===== src/rtl/uart_irq_ctrl.sv =====
`default_nettype none
// ============================================================================
// Module   : uart_irq_ctrl
// Brief    : UART interrupt controller. It provides per-source enable,
//            edge/level pending latches with clear strobes, a fixed-priority
//            IIR-style identifier, clear-on-IIR-read and a hold-off FSM that
//            keeps int_o low for a minimum time between assertions.
// Revision : 1.0 - initial release
// ============================================================================
module uart_irq_ctrl #(
    parameter int                   NUM_SRC     = 5,
    parameter int                   ID_W        = 3,
    parameter int                   HOLDOFF_W   = 8,
    parameter logic [NUM_SRC-1:0]   RD_CLR_MASK = 5'b01000
) (
    input  logic                    clk,
    input  logic                    wb_rst_i,
    input  logic [NUM_SRC-1:0]      int_src_i,
    input  logic [NUM_SRC-1:0]      int_en_i,
    input  logic [NUM_SRC-1:0]      edge_mode_i,
    input  logic [NUM_SRC-1:0]      clr_i,
    input  logic                    iir_rd_i,
    input  logic [HOLDOFF_W-1:0]    holdoff_i,
    output logic                    int_o,
    output logic [ID_W-1:0]         int_id_o,
    output logic                    int_none_o,
    output logic [NUM_SRC-1:0]      int_pend_o
);

    typedef enum logic [1:0] {
        S_IDLE   = 2'd0,
        S_ACTIVE = 2'd1,
        S_HOLD   = 2'd2
    } state_t;

    state_t                 r_state;
    logic [HOLDOFF_W-1:0]   r_cnt;
    logic                   r_int;
    logic [NUM_SRC-1:0]     r_src_d;
    logic [NUM_SRC-1:0]     r_pend;
    logic [ID_W-1:0]        r_id;
    logic                   r_none;

    logic [NUM_SRC-1:0]     w_rise;
    logic [NUM_SRC-1:0]     w_shown;
    logic [NUM_SRC-1:0]     w_clear;
    logic [NUM_SRC-1:0]     w_pend_nxt;
    logic [ID_W-1:0]        w_id_nxt;

    assign w_rise = int_src_i & ~r_src_d;

    // Next pending value per source: a clear (strobe or IIR read of the
    // identified source) wins over any set in the same cycle.
    always_comb begin
        w_shown    = '0;
        w_clear    = '0;
        w_pend_nxt = '0;
        for (int i = 0; i < NUM_SRC; i++) begin
            w_shown[i] = (r_id == ID_W'(i + 1));
            w_clear[i] = clr_i[i] | (iir_rd_i & RD_CLR_MASK[i] & w_shown[i]);
            if (w_clear[i]) begin
                w_pend_nxt[i] = 1'b0;
            end else if (edge_mode_i[i]) begin
                w_pend_nxt[i] = int_en_i[i] & (w_rise[i] | r_pend[i]);
            end else begin
                w_pend_nxt[i] = int_en_i[i] & int_src_i[i];
            end
        end
    end

    // Fixed priority: the lowest pending index wins, reported as index+1.
    always_comb begin
        w_id_nxt = '0;
        for (int i = NUM_SRC - 1; i >= 0; i--) begin
            if (r_pend[i]) begin
                w_id_nxt = ID_W'(i + 1);
            end
        end
    end

    // Source delay line and pending latches.
    always_ff @(posedge clk or posedge wb_rst_i) begin
        if (wb_rst_i) begin
            r_src_d <= '0;
            r_pend  <= '0;
        end else begin
            r_src_d <= int_src_i;
            r_pend  <= w_pend_nxt;
        end
    end

    // Registered identifier, one cycle behind the pending vector.
    always_ff @(posedge clk or posedge wb_rst_i) begin
        if (wb_rst_i) begin
            r_id   <= '0;
            r_none <= 1'b1;
        end else begin
            r_id   <= w_id_nxt;
            r_none <= ~|r_pend;
        end
    end

    // Hold-off FSM: after int_o drops it stays low for holdoff_i cycles
    // (sampled on entry to HOLD) before IDLE may raise it again.
    always_ff @(posedge clk or posedge wb_rst_i) begin
        if (wb_rst_i) begin
            r_state <= S_IDLE;
            r_cnt   <= '0;
            r_int   <= 1'b0;
        end else begin
            case (r_state)
                S_IDLE: begin
                    if (|r_pend) begin
                        r_state <= S_ACTIVE;
                        r_int   <= 1'b1;
                    end
                end
                S_ACTIVE: begin
                    if (~|r_pend) begin
                        r_int <= 1'b0;
                        if (holdoff_i == '0) begin
                            r_state <= S_IDLE;
                        end else begin
                            r_state <= S_HOLD;
                            r_cnt   <= holdoff_i;
                        end
                    end
                end
                S_HOLD: begin
                    if (r_cnt <= HOLDOFF_W'(1)) begin
                        r_state <= S_IDLE;
                        r_cnt   <= '0;
                    end else begin
                        r_cnt <= r_cnt - HOLDOFF_W'(1);
                    end
                end
                default: begin
                    r_state <= S_IDLE;
                    r_cnt   <= '0;
                    r_int   <= 1'b0;
                end
            endcase
        end
    end

    assign int_o      = r_int;
    assign int_id_o   = r_id;
    assign int_none_o = r_none;
    assign int_pend_o = r_pend;

endmodule
`default_nettype wire


===== config.mk =====
export PLATFORM = sky130hd
export DESIGN_NAME = uart_irq_ctrl
export DESIGN_NICKNAME = d
export VERILOG_FILES = /design/src/rtl/uart_irq_ctrl.sv
export SDC_FILE = /design/constraint.sdc
export NUM_CORES = 1
export LEC_CHECK = 0
export CORE_MARGIN = 8
export CORE_UTILIZATION = 40
export CTS_CLUSTER_DIAMETER = 40
export DETAILED_ROUTE_END_ITERATION = 10
export GPL_ROUTABILITY_DRIVEN = 0
export PLACE_DENSITY = 0.7
export RECOVER_POWER = 25
export SLEW_MARGIN = 30
export SYNTH_ARGS = -nofsm -noshare
export SYNTH_HDL_FRONTEND = slang
export SYNTH_SLANG_ARGS = --single-unit

===== constraint.sdc =====
create_clock -name clk -period 4.8 [get_ports clk]
set_clock_uncertainty 0.1 [all_clocks]
set_input_delay 0.48 -clock clk [delete_from_list [all_inputs] [get_ports clk]]
set_output_delay 0.48 -clock clk [all_outputs]
set_load 0.005 [all_outputs]

==> results.md, run 1 <==
- The initial utilization of the core area, before any placement, comes to 0.416.
- Yosys mapped the design onto 43 distinct sky130hd cell types.
- The floorplan step defined a die boundary enclosing 5580 um2.
- The share of the yosys chip area belonging to registers is 0.455.
- Measured along the x axis, the die boundary spans 74.7 um.
- After synthesis, the cell types taking the most area are sky130_fd_sc_hd__dfrtp_1, sky130_fd_sc_hd__ha_1, sky130_fd_sc_hd__nand2_1.
- Of the cells placed in the final design, the portion with a size suffix greater than 1 is 0.0955.
- Averaged over all synthesized cells, the footprint is 10.1 um2.
- The share of async-settable or async-resettable flops after synthesis is 1.00.
- The switching component of the power is 0.0842 mW.
- After layout, the minimum clock period comes to 2.29 ns.
- The pre-CTS worst setup slack is 2.27 ns.
- In this run the tightest slew margin relative to its limit is 0.371.
- After the last flow step, the layout net total stands at 215.
- The clock root buffer master is sky130_fd_sc_hd__clkbuf_4.
- Relative to the synthesized area, the layout overhead comes to 34.2%.
- Dividing the final minimum period by the clock period gives 0.477.
- The maximum clock path buffer count is 2.
- Across the VDD grid, the largest voltage drop is 0.0000969 V.
- Yosys printed 0 warnings.
- The first detailed-routing pass ran for 4 iterations.
- STA puts the critical path data required time at 4.90 ns.
- The vertical die dimension is 74.7 um.
- The summed negative setup slack over all endpoints is 0 ns.
- Once the clock tree was built, the setup fixing pass inserted 0 buffers.
- Summed over all layers, the global routing overflow is 0.
- Once routing completed, OpenROAD measured the worst setup slack at 2.51 ns.
- The power share of the combinational group is 0.157.
- The synthesized design contains 25 register bits.
- The total nets after synthesis is 173.
- Across the run, the number of max-cap violations was 0.
- The critical path's slowest cell is sky130_fd_sc_hd__a31oi_1.
- The TritonCTS clock tree is done.
- The level count of the clock H-tree is 1.
- During placement, the flow inserted port buffers numbering 40.
- The utilization after layout is 0.559.
- The final number of max-transition violations is 0.
- Of the post-synthesis cell area, the dominant cell type holds 0.436.
- The cell count after synthesis is 137.
- The total global-route track usage is 0.138.
- Fill cells in the final layout number 299.
- The count of standard-cell rows is 21.
- The commonest cells after synthesis are sky130_fd_sc_hd__dfrtp_1, sky130_fd_sc_hd__nand2_1, sky130_fd_sc_hd__inv_1, sky130_fd_sc_hd__o21ai_0.
- The count of boundary I/O pins is 41.
- The first routing iteration left 54 violations.
- The pin slew with the least headroom to its limit is 0.942 ns.
- The TritonCTS sink count is 25.
- Setup repair after global routing left no endpoint under its margin.
- Setup violations remaining at the end of the flow were counted as 0.
- The number of gates resized after cts is 0.
- The maximum fanout count along the critical path is 6.
- The clock latency reported for the late side of the worst-skew pair is 0.30 ns.
- The share of power burned in registers is 0.600.
- Dividing the detail-routed wire length by the instance count gives 16.5 um.
- Summed over all instances, the cell type with the most area after synthesis is sky130_fd_sc_hd__dfrtp_1.
- The kind of cell adding the most delay to the critical path is compound AO/OA/AOI/OAI gates.
- Dividing the detail-routed via count by the number of cells gives 5.54.
- The delay contributed by the slowest stage of the critical path is 0.50 ns.
- The clock-pin slew of the registers on the worst-case setup and hold paths is 0.13 ns.
- The initial antenna violation count was 0.
- The flow ran to the end, and the final reports show no timing, DRC or antenna violations.
- Of the total power, the share spent switching nets is 0.227.
- By startpoint and endpoint, the worst setup path is classified as flop to flop.
- The top flip-flop cell by instance count after synthesis is sky130_fd_sc_hd__dfrtp_1.
- The static leakage is 0.773 nW.
- The depth of the critical timing path with buffers and inverters included is 6.
- The number of enable-type register cells in the synthesized netlist is 0.
- Static timing analysis puts the maximum clock frequency at 436 MHz.
- The core outline area is 3310 um2.
- The HPWL after detailed placement is 2.91 mm.
- Counting the buffers created by CTS gives 3.
- The overall routed net length is 3.69 mm.
- The min-delay analysis places its worst path in the category flop to flop.
- The data arrival time of the critical path is 2.39 ns.
- The number of buffers and inverters on the critical path is 1.
- Once detail routing completed, the nets flagged for antenna violations numbered 0.
- The critical path goes through inv_1 > ha_1 > or2_2 > a31oi_1 > a32oi_1 > o32ai_1.
- STA classifies the critical path endpoint as a flop.
- The number of global-route vias before repair is 1288.
- The detailed-route DRC error count is 0.
- The post-synthesis instance area is 1380 um2.
- Measured in cells, the most critical reg-to-reg path has a length of 6.
- The first global-routing pass estimated 6.06 mm of wire.
- The cell count of the worst hold path is 1.
- The hold buffer count at CTS is 0.
- The number of antenna diodes is 0.
- Of the total power, the clock network draws 0.242.
- The internal portion of the total power is 0.287 mW.
- The power per cell area is 201 nW/um2.
- The pin count of the biggest net entering global routing is 26.
- The final number of hold-violating endpoints is 0.
- The most common cell in the synthesized netlist is sky130_fd_sc_hd__dfrtp_1.
- STA classifies the critical path startpoint as a flop.
- The total number of vias is 1241.
[power by group through the flow]
stage / Sequential, mW / Clock [mW] / Combinational (mW)
global route: 0.224 / 0.106 / 0.0643
CTS: 0.223 / 0.0949 / 0.0604
floorplan: 0.226 / 0 / 0.0185
global placement: 0.226 / 0 / 0.0583
detailed placement: 0.227 / 0 / 0.0598
finish: 0.223 / 0.0898 / 0.0584
[stage by stage]
step,power [mW],cells,hold WS [ns],instance area (um2)
2_1_floorplan,0.245,137,0.394,1380
3_3_place_gp,0.285,220,0.417,1820
3_5_place_dp,0.287,220,0.429,1820
4_1_cts,0.378,224,0.445,1850
5_1_grt,0.394,224,0.490,1850
6_report,0.371,224,0.437,1850
[layout make-up]
class                   count  area [um2]  share of cell area
clock buffers               4        26.3              0.0142
flip-flops and latches     25         627               0.339
repair buffers             40         400               0.217
inverters                  14        52.6              0.0284
multi-input cells          95         686               0.371
well taps                  46        57.6              0.0311
[flip-flops by register name (all words and copies together) (netlist names)]
register	count
int_id_o	3
r_state	2
int_pend_o	5
r_src_d	5
r_cnt	8
int_o	1
int_none_o	1
[kinds of logic after synthesis]
logic type,Yosys count,synth area share
DFF,25,0.455
and+or+nand+nor,42,0.170
adders and majority gates,5,0.0454
muxes,1,0.0109
AOI/OAI and AO/OA,47,0.272
buffers and inverters,17,0.0472
[final timing paths]
kind	startpoint	to	slack, ns
max in group asynchronous	wb_rst_i	int_pend_o[4]$_DFF_PP0_	3.32
max reg2reg	r_cnt[0]$_DFFE_PP0P_	r_cnt[3]$_DFFE_PP0P_	2.51
min reg2reg	int_pend_o[0]$_DFF_PP0_	int_id_o[1]$_DFF_PP0_	0.44
min in group asynchronous	wb_rst_i	r_cnt[3]$_DFFE_PP0P_	0.71
max	r_cnt[0]$_DFFE_PP0P_	r_cnt[3]$_DFFE_PP0P_	2.51
min	int_pend_o[0]$_DFF_PP0_	int_id_o[1]$_DFF_PP0_	0.44
[placed cells by master, fill, tap and decap left out, types with 4 or more instances in the layout]
master                            synthesis  layout
sky130_fd_sc_hd__a21oi_1                  4       4
sky130_fd_sc_hd__a22oi_1                  5       5
sky130_fd_sc_hd__dlygate4sd3_1            0       6
sky130_fd_sc_hd__ha_1                     5       5
sky130_fd_sc_hd__clkdlybuf4s50_1          0      34
sky130_fd_sc_hd__nor2_1                   5       5
sky130_fd_sc_hd__o21ai_0                  9       9
sky130_fd_sc_hd__inv_1                   14      14
sky130_fd_sc_hd__nand2_1                 16      16
sky130_fd_sc_hd__dfrtp_1                 24      24
sky130_fd_sc_hd__nor3b_1                  4       4
[layer usage]
layer | up-vias | global-route usage | wire length (um)
met3 | 2 | 0.0413 | 352
met1 | 594 | 0.155 | 1450
met4 | 0 | 0.0348 | 22
met2 | 46 | 0.246 | 1870
li1 | 599 | - | -
met5 | - | 0 | 0
(Power assumes the default switching activity.)
==> run 2: changes to the inputs <==
==> constraint.sdc (replaced) <==
create_clock -name clk -period 2.25 [get_ports clk]
set_clock_uncertainty 0.1 [all_clocks]
set_input_delay 0.225 -clock clk [delete_from_list [all_inputs] [get_ports clk]]
set_output_delay 0.225 -clock clk [all_outputs]
set_load 0.005 [all_outputs]
==> run 2 against run 1 <==
  * Hold slack worse by 0.27 ns
  * Global-route usage is 0.29 points higher
  * Critical path type unchanged
  * Cell area is 1.9% higher
==> results.md, run 2 (synthesized netlist as in run 1, its figures left out) <==
- The flow ran to the end, and the final reports show no timing, DRC or antenna violations.
- In this run, the number of DRC markers left after iteration 0 of detailed routing was 74.
- The TritonCTS sink count is 25.
- After detailed placement, the design holds a cell count of 225.
- Setup violations remaining at the end of the flow were counted as 0.
- The number of global-route vias before repair is 1349.
- The static leakage is 0.796 nW.
- The maximum fanout count along the critical path is 6.
- Relative to the synthesized area, the layout overhead comes to 36.8%.
- The post-place instance area is 1860 um2.
- Clock-pin slew was measured on the worst setup and hold paths at 0.13 ns.
- The die width is 74.7 um.
- For this run, the post-layout net count is 220.
- The maximum vdd ir drop is 0.000175 V.
- The largest single stage delay on the critical path is 0.45 ns.
- Max-cap violations in this run came to 0.
- The number of setup buffers added after CTS is 0.
- Entering global routing, the biggest net connects 21 pins.
- The initial antenna violation count is 0.
- The setup slack after layout is 0.204 ns.
- In this design, the largest share of critical-path delay is due to compound AO/OA/AOI/OAI gates.
- The floorplan has 21 rows.
- The initial utilization of the core area, before any placement, comes to 0.416.
- Leaving out fill and tap cells, the most frequent cell in the layout is sky130_fd_sc_hd__clkdlybuf4s50_1.
- The summed negative setup slack over all endpoints is 0 ns.
- Based on the critical path, the design can be clocked at up to 489 MHz.
- The first global-routing pass estimated 6.15 mm of wire.
- The power per cell area is 426 nW/um2.
- The min-delay analysis places its worst path in the category input pin to async pin.
- In this run, post-CTS repair resized a total of 0 instances.
- The final number of hold-violating endpoints is 0.
- The number of antenna diodes is 0.
- The top cell types in the final layout, fill and taps aside, are sky130_fd_sc_hd__clkdlybuf4s50_1, sky130_fd_sc_hd__dfrtp_1, sky130_fd_sc_hd__nand2_1.
- The data arrival time of the critical path is 2.16 ns.
- The element type at the critical path end is a flop.
- STA classifies the critical path startpoint as a flop.
- For this run, the detailed router's first-pass iteration total came to 4.
- The via count normalized by instance count is 5.56.
- In this run the vertical extent of the chip is 74.7 um.
- The final number of max-transition violations is 0.
- TritonCTS built the clock tree.
- Setup repair after global routing left no endpoint under its margin.
- The depth of the critical timing path with buffers and inverters included is 6.
- The number of standard cells in the layout, taps in and fillers out is 229.
- Of the cells placed in the final design, the portion with a size suffix greater than 1 is 0.120.
- For the worst flop-to-flop path, the logic depth is 6.
- The detailed-route DRC error count is 0.
- At the placement stage, the worst setup path has a slack of 0.0906 ns.
- The post-route fraction of the period consumed by the critical path is 0.909.
- The number of flip-flops in the largest register is 8.
- The clock period could shrink to 2.05 ns.
- The count of boundary I/O pins is 41.
- The root buffer cell chosen for the clock tree is sky130_fd_sc_hd__clkbuf_4.
- The die covers 5580 um2.
- The pin slew with the least headroom to its limit is 0.728 ns.
- The core outline area is 3310 um2.
- On the critical path, the stage with the largest delay is an instance of sky130_fd_sc_hd__dfrtp_1.
- The clock latency reported for the late side of the worst-skew pair is 0.31 ns.
- The worst max-slew margin expressed relative to the limit is 0.515.
- The post-route worst hold slack is 0.168 ns.
- The critical path is of the flop to flop type.
- In the global route stage, overall resource usage came out at 0.141.
- Once detailed placement completed, the half-perimeter wirelength came to 3.00 mm.
- The hold buffer count at CTS is 0.
- The global route total overflow is 0.
- In the final routed layout, each cell accounts on average for 16.0 um.
- Counting the buffers created by CTS gives 3.
- The count of nets left with antenna violations after detail routing is 0.
- The total number of vias is 1274.
- The buffer and inverter count on the worst path is 1.
- In this run the number of H-tree levels came out at 1.
- The summed area of non-filler cells in the final layout is 1880 um2.
- Walking the worst path, the cells encountered are inv_1 > ha_1 > or2_2 > a31oi_1 > a32oi_1 > o32ai_1.
- The longest clock path from root to sink contains 2 buffers.
- In this run the tool buffered the top-level ports with 40 buffer cells.
- Data on the critical path is required at its endpoint by 2.37 ns.
- The register containing the most flip-flops in the final layout is r_cnt.
- The final layout contains routed wiring with a total length of 3.66 mm.
## run 2: layout make-up
| class | count | area, um2 |
|---|---|---|
| Clock buffer | 3 | 22.5 |
| Multi-Input combinational cell | 95 | 686 |
| Inverter | 14 | 52.6 |
| Timing Repair Buffer | 45 | 434 |
| Fill cell | 307 | 1430 |
| Sequential cell | 25 | 627 |
| Clock inverter | 1 | 5.00 |
| Tap cell | 46 | 57.6 |
## run 2: final timing paths
path | slack [ns] | from | to
worst max register to register | 0.20 | r_cnt[0]$_DFFE_PP0P_ | r_cnt[4]$_DFFE_PP0P_
worst min register to register | 0.44 | int_pend_o[0]$_DFF_PP0_ | int_id_o[1]$_DFF_PP0_
max in group asynchronous | 1.18 | wb_rst_i | int_id_o[2]$_DFF_PP0_
worst max-delay path | 0.20 | r_cnt[0]$_DFFE_PP0P_ | r_cnt[4]$_DFFE_PP0P_
min in group clk | 0.34 | clr_i[4] | int_pend_o[4]$_DFF_PP0_
worst min-delay path | 0.17 | wb_rst_i | r_cnt[4]$_DFFE_PP0P_
## run 2: where the power goes
| part | internal (mW) | switching [mW] |
|---|---|---|
| clock network | 0.0663 | 0.129 |
| registers | 0.466 | 0.00891 |
| logic | 0.0829 | 0.0499 |
| total | 0.615 | 0.188 |
## run 2: stage by stage
step / total power, mW / util
5_1_grt: 0.845 / 0.569
3_5_place_dp: 0.621 / 0.562
3_3_place_gp: 0.616 / 0.562
6_report: 0.803 / 0.569
2_1_floorplan: 0.523 / -
4_1_cts: 0.816 / 0.570
## run 2: layer usage
layer	track usage	part of all wire	wire, um	up-vias
met5	0	0	0	-
met3	0.0333	0.070	255	2
li1	-	-	-	614
met4	0.0457	0.0068	25	0
met2	0.252	0.51	1850	40
met1	0.159	0.42	1530	618
==> run 3: changes to the inputs <==
--- a/config.mk
+++ b/config.mk
@@ -5,6 +5,7 @@
 export SDC_FILE = /design/constraint.sdc
 export NUM_CORES = 1
 export LEC_CHECK = 0
+export CAP_MARGIN = 10
 export CORE_MARGIN = 8
 export CORE_UTILIZATION = 40
 export CTS_CLUSTER_DIAMETER = 40
==> results of run 3 <==
The final DEF is identical to that of run 2; final timing and power are the same.
